File: src/rtl/west_edge_feeder.sv
// West-edge sequencer for the mac_tile array: accepts row-parallel words, tags them as
// kernel-load or execute, and presents them to the array rows with a one-cycle-per-row skew.
module west_edge_feeder #(
    parameter int bw     = 4,
    parameter int row    = 8,
    parameter int col    = 8,
    parameter int len_bw = 8
) (
    input  logic                clk,
    input  logic                reset,
    input  logic                start,
    input  logic [len_bw-1:0]   exec_len,
    input  logic [row*bw-1:0]   in_data,
    input  logic                in_valid,
    output logic                in_ready,
    output logic [row*bw-1:0]   out_e,
    output logic [row*2-1:0]    inst_e,
    output logic                busy,
    output logic                done
);

    typedef enum logic [1:0] {
        IDLE  = 2'd0,
        LOAD  = 2'd1,
        EXEC  = 2'd2,
        DRAIN = 2'd3
    } state_t;

    state_t state;
    state_t state_next;

    logic [len_bw-1:0] cnt;
    logic [len_bw-1:0] len_q;
    logic              done_q;
    logic              accept;
    logic              load_last;
    logic              exec_last;
    logic              drain_last;
    logic [row*bw-1:0] inj_data;
    logic [1:0]        inj_inst;

    // Handshake: a word transfers on a rising edge where in_valid and in_ready are both high;
    // in_ready depends on state only, so the source may present data without waiting on it.
    assign in_ready   = (state == LOAD) || (state == EXEC);
    assign accept     = in_ready && in_valid;
    assign load_last  = accept && (cnt == len_bw'(col - 1));
    assign exec_last  = accept && (cnt == len_q - 1'b1);
    assign drain_last = (cnt == len_bw'(row - 1));
    assign busy       = (state != IDLE);
    assign done       = done_q;

    always_ff @(posedge clk) begin
        if (reset) begin
            state <= IDLE;
        end else begin
            state <= state_next;
        end
    end

    always_comb begin
        state_next = state;
        case (state)
            IDLE: begin
                if (start) begin
                    state_next = LOAD;
                end
            end
            LOAD: begin
                if (load_last) begin
                    state_next = (len_q == '0) ? DRAIN : EXEC;
                end
            end
            EXEC: begin
                if (exec_last) begin
                    state_next = DRAIN;
                end
            end
            DRAIN: begin
                if (drain_last) begin
                    state_next = IDLE;
                end
            end
            default: state_next = IDLE;
        endcase
    end

    // One counter serves every phase: accepted words in LOAD/EXEC, elapsed cycles in DRAIN.
    always_ff @(posedge clk) begin
        if (reset) begin
            cnt    <= '0;
            len_q  <= '0;
            done_q <= 1'b0;
        end else begin
            done_q <= (state == DRAIN) && drain_last;
            if (state == IDLE && start) begin
                len_q <= exec_len;
            end
            if (state != state_next) begin
                cnt <= '0;
            end else if (accept || state == DRAIN) begin
                cnt <= cnt + 1'b1;
            end
        end
    end

    assign inj_data = accept ? in_data : '0;
    assign inj_inst = !accept ? 2'b00 : ((state == LOAD) ? 2'b01 : 2'b10);

    // Lane r carries its own chain of r+1 registers, so lane 0 has one cycle of latency.
    for (genvar r = 0; r < row; r++) begin : g_lane
        logic [bw-1:0] d_sr [0:r];
        logic [1:0]    i_sr [0:r];

        always_ff @(posedge clk) begin
            if (reset) begin
                for (int k = 0; k <= r; k++) begin
                    d_sr[k] <= '0;
                    i_sr[k] <= '0;
                end
            end else begin
                d_sr[0] <= inj_data[r*bw +: bw];
                i_sr[0] <= inj_inst;
                for (int k = 1; k <= r; k++) begin
                    d_sr[k] <= d_sr[k-1];
                    i_sr[k] <= i_sr[k-1];
                end
            end
        end

        assign out_e[r*bw +: bw] = d_sr[r];
        assign inst_e[2*r +: 2]  = i_sr[r];
    end

endmodule
File: config.mk
export PLATFORM = sky130hd
export DESIGN_NAME = west_edge_feeder
export DESIGN_NICKNAME = d
export VERILOG_FILES = /design/src/rtl/west_edge_feeder.sv
export SDC_FILE = /design/constraint.sdc
export NUM_CORES = 1
export LEC_CHECK = 0
export CAP_MARGIN = 20
export CORE_UTILIZATION = 35
export CTS_CLUSTER_SIZE = 8
export DETAILED_ROUTE_END_ITERATION = 8
export PLACE_DENSITY = 0.66
export SLEW_MARGIN = 20
export SYNTH_ARGS = -nofsm -noshare
export SYNTH_HDL_FRONTEND = slang
export SYNTH_SLANG_ARGS = --single-unit
export TNS_END_PERCENT = 50
File: constraint.sdc
create_clock -name clk -period 2.3 [get_ports clk]
set_clock_uncertainty 0.2 [all_clocks]
set_input_delay 0.23 -clock clk [delete_from_list [all_inputs] [get_ports clk]]
set_output_delay 0.23 -clock clk [all_outputs]
set_load 0.1 [all_outputs]
==> out/qor.csv <==
stage,metric,value,unit
synthesis,syn_nets,555,
pwr,p_leak,2.98,nW
drt,vias_per_cell,4.21,
drt,wl_met3,477,um
clock_network,insertion_delay,0.42,ns
timing,setup_viol,0,
critical_path,reg2reg_depth,7,
synthesis,async_flop_share,0,%
grt,antenna_found_initial,0,
flow_run,max_cap_violations,0,
clock_network,clkSlewWorstSetupHoldPaths,0.07,ns
drt,dr.pass1.iters,5,
clock_network,cts_buffer_depth,2,
drt,drc,0,
placement,port-buffer-count,94,
grt,grt_pass1_vias,3168,
grt,grt_pass1_wl,15100,um
grt,overflow,0,
synthesis,ys_types,46,
timing,tightest_slew,0.410,ns
outcome,status,completed,
timing,hold_ws,0.0431,ns
critical_path,cp-end-kind,flip-flop,
cells_and_area,final_nets,650,
synthesis,synth_edf_count,0,
synthesis,synthDominantCellAreaShare,63.3,%
placement,dp_hpwl,6350,um
floorplan,die_area,16700,um2
hold_path,worstHoldPathCells,2,
drt,vias,3483,
timing,max_freq,444,MHz
cells_and_area,layout_commonest_cell,dfxtp_1,
floorplan,num_rows,46,
timing,layout_min_cycle_time,2.25,ns
synthesis,netlist_area,5670,um2
clock_network,cts_hold_repair.buffers,0,
synthesis,synth_warnings,0,
synthesis,ys_ff_latch,179,
floorplan,num_io_pins,95,
pwr,power,0.00651,W
floorplan,die-height,129,um
placement,gp_congestion,0.801,
critical_path,critPathKind,flip-flop to flip-flop,
timing,timing.final.crit_share,97.8,%
drt,met1_length,4500,um
drt,met2_length,4380,um
drt,drt_wl_total,9540,um
clock_network,numCtsBuffers,17,
clock_network,ctsRootBufferMaster,clkbuf_16,
drt,initialDrtViolationCount,127,
pwr,power_density,868,nW/um2
synthesis,synth_area_per_cell,11.2,um2
grt,grt_use_total,11.9,%
floorplan,start_util,35.8,%
cells_and_area,final_cell_mix,"174 x dfxtp_1, 127 x nor2b_1, 68 x buf_4",
clock_network,htree_num_levels,4,
synthesis,synthesis.instances,504,
critical_path,arrival,2.35,ns
timing,maxSlewViolCount,0,
cells_and_area,fillers,1433,
critical_path,crit_required,2.40,ns
synthesis,ys_seq_area_share,63.3,%
clock_network,cts_tree,done,
critical_path,cp_max_fo,8,
drt,post_drt_wl_per_cell,11.5,um
cells_and_area,syn2layout_area_growth,32.4,%
hold_path,min_path_type,primary input to flip-flop,
floorplan,coreArea,15800,um2
drt,top_layer_used,met4,
floorplan,die_w,129,um
pwr,vdd_drop_max,0.000514,V
synthesis,yosysTopAreaCell,dfxtp_1,
timing,slew_headroom,72.6,%
cells_and_area,layout-drive-gt1-share,22.5,%
drt,ant_nets,0,
clock_network,clock-sinks,179,
timing,hold_violations,0,
grt,grt_max_degree,69,
synthesis,ys.flop_type,dfxtp_1,
cells_and_area,antennaDiodeCount,0,
critical_path,cp-start-kind,flip-flop,
synthesis,synth.area.top_cells,"dfxtp_1 63%, nor2b_1 14%, and2_1 3.9%, buf_4 2.1%, ha_1 1.5%",
==> area by class of cell <==
type / instances / area, um2 / share of cell area (%)
Inverter: 7 / 26.3 / 0.350
Multi-Input combinational cell: 280 / 2030 / 27.1
Clock buffer: 23 / 488 / 6.50
Sequential cell: 179 / 3590 / 47.8
Clock inverter: 9 / 95.1 / 1.27
Tap cell: 216 / 270 / 3.60
Timing Repair Buffer: 114 / 1000 / 13.4
==> sequential cells by signal (all words and copies together), names as in the netlist <==
register and flops:
cnt 8, done 1, g_lane.d_sr 144, g_lane.i_sr 16, len_q 8, state 2
==> path summary, 6_finish.rpt <==
check | startpoint | end | slack, ns
max | len_q[3]$_SDFFE_PP0P_ | cnt[0]$_SDFFE_PP0P_ | 0.05
min | reset | g_lane[4].d_sr[0][5]$_SDFF_PP0_ | 0.04
max reg2reg | len_q[3]$_SDFFE_PP0P_ | cnt[0]$_SDFFE_PP0P_ | 0.05
min reg2reg | g_lane[7].d_sr[1][11]$_SDFF_PP0_ | g_lane[7].d_sr[1][15]$_SDFF_PP0_ | 0.23
==> timing repair <==
item	CTS	global route
endpoints found under the setup margin	8	8
pin swaps	1	11
setup buffers	0	3
resized for setup	4	30
==> cells by family (layout without fill, tap and decap cells) <==
family | Yosys count | after routing | synth area share (%)
and+or+nand+nor | 228 | 228 | 24.4
adders and majority gates | 7 | 7 | 1.55
xor gates and xnor gates | 16 | 16 | 2.47
DFF | 179 | 179 | 63.3
muxes | 1 | 1 | 0.177
buffers and inverters | 45 | 153 | 4.31
AOI/OAI and AO/OA | 28 | 28 | 3.84
==> where the power goes <==
group	switching (W)	total (W)	leakage (nW)	internal, W
registers	0.0000206	0.00317	1.45	0.00315
clock network	0.00114	0.00276	0.278	0.00162
logic	0.000330	0.000576	1.26	0.000246
total	0.00149	0.00651	2.98	0.00502
==> cell usage after synthesis (2+ instances only) <==
master    number
a211oi_2       2
a21oi_1        9
and2_1        35
buf_4         16
buf_6          2
clkbuf_1      20
dfxtp_1      179
ha_1           7
inv_1          7
nand2_1       20
nand3_1        9
nand4_1        5
nor2_1         8
nor2b_1      127
nor3_1         3
nor3b_1        3
nor4_1         8
o21ai_0        2
xnor2_1        9
xor2_1         7
==> layer usage <==
| layer | vias to the layer above | global-route usage, % |
|---|---|---|
| met3 | 15 | 3.84 |
| met1 | 1605 | 14.5 |
| met5 | - | 0 |
| met2 | 80 | 18.7 |
| li1 | 1783 | - |
| met4 | 0 | 6.02 |
==> stage by stage <==
stage | instance area (um2) | TNS (ns) | utilization [%] | setup WS, ns | instances
after floorplan | 5680 | 0 | - | 0.0104 | 504
after global placement | 6710 | 0 | 42.4 | 0.0494 | 793
after detailed placement | 6710 | -0.0336 | 42.4 | -0.0138 | 793
after CTS | 7320 | 0 | 46.3 | 0.000211 | 825
after global routing | 7500 | -0.139 | 47.4 | -0.0523 | 828
final | 7500 | 0 | 47.4 | 0.0501 | 828
==> worst max-delay path: stages, from the launching register on <==
cell and delay [ns]:
dfxtp_1 0.31, or3_4 0.42, or3_4 0.39, a211oi_4 0.25, a211oi_4 0.11, nor3_4 0.17, buf_6 0.20, nor4_2 0.07
(Power assumes the default switching activity.)
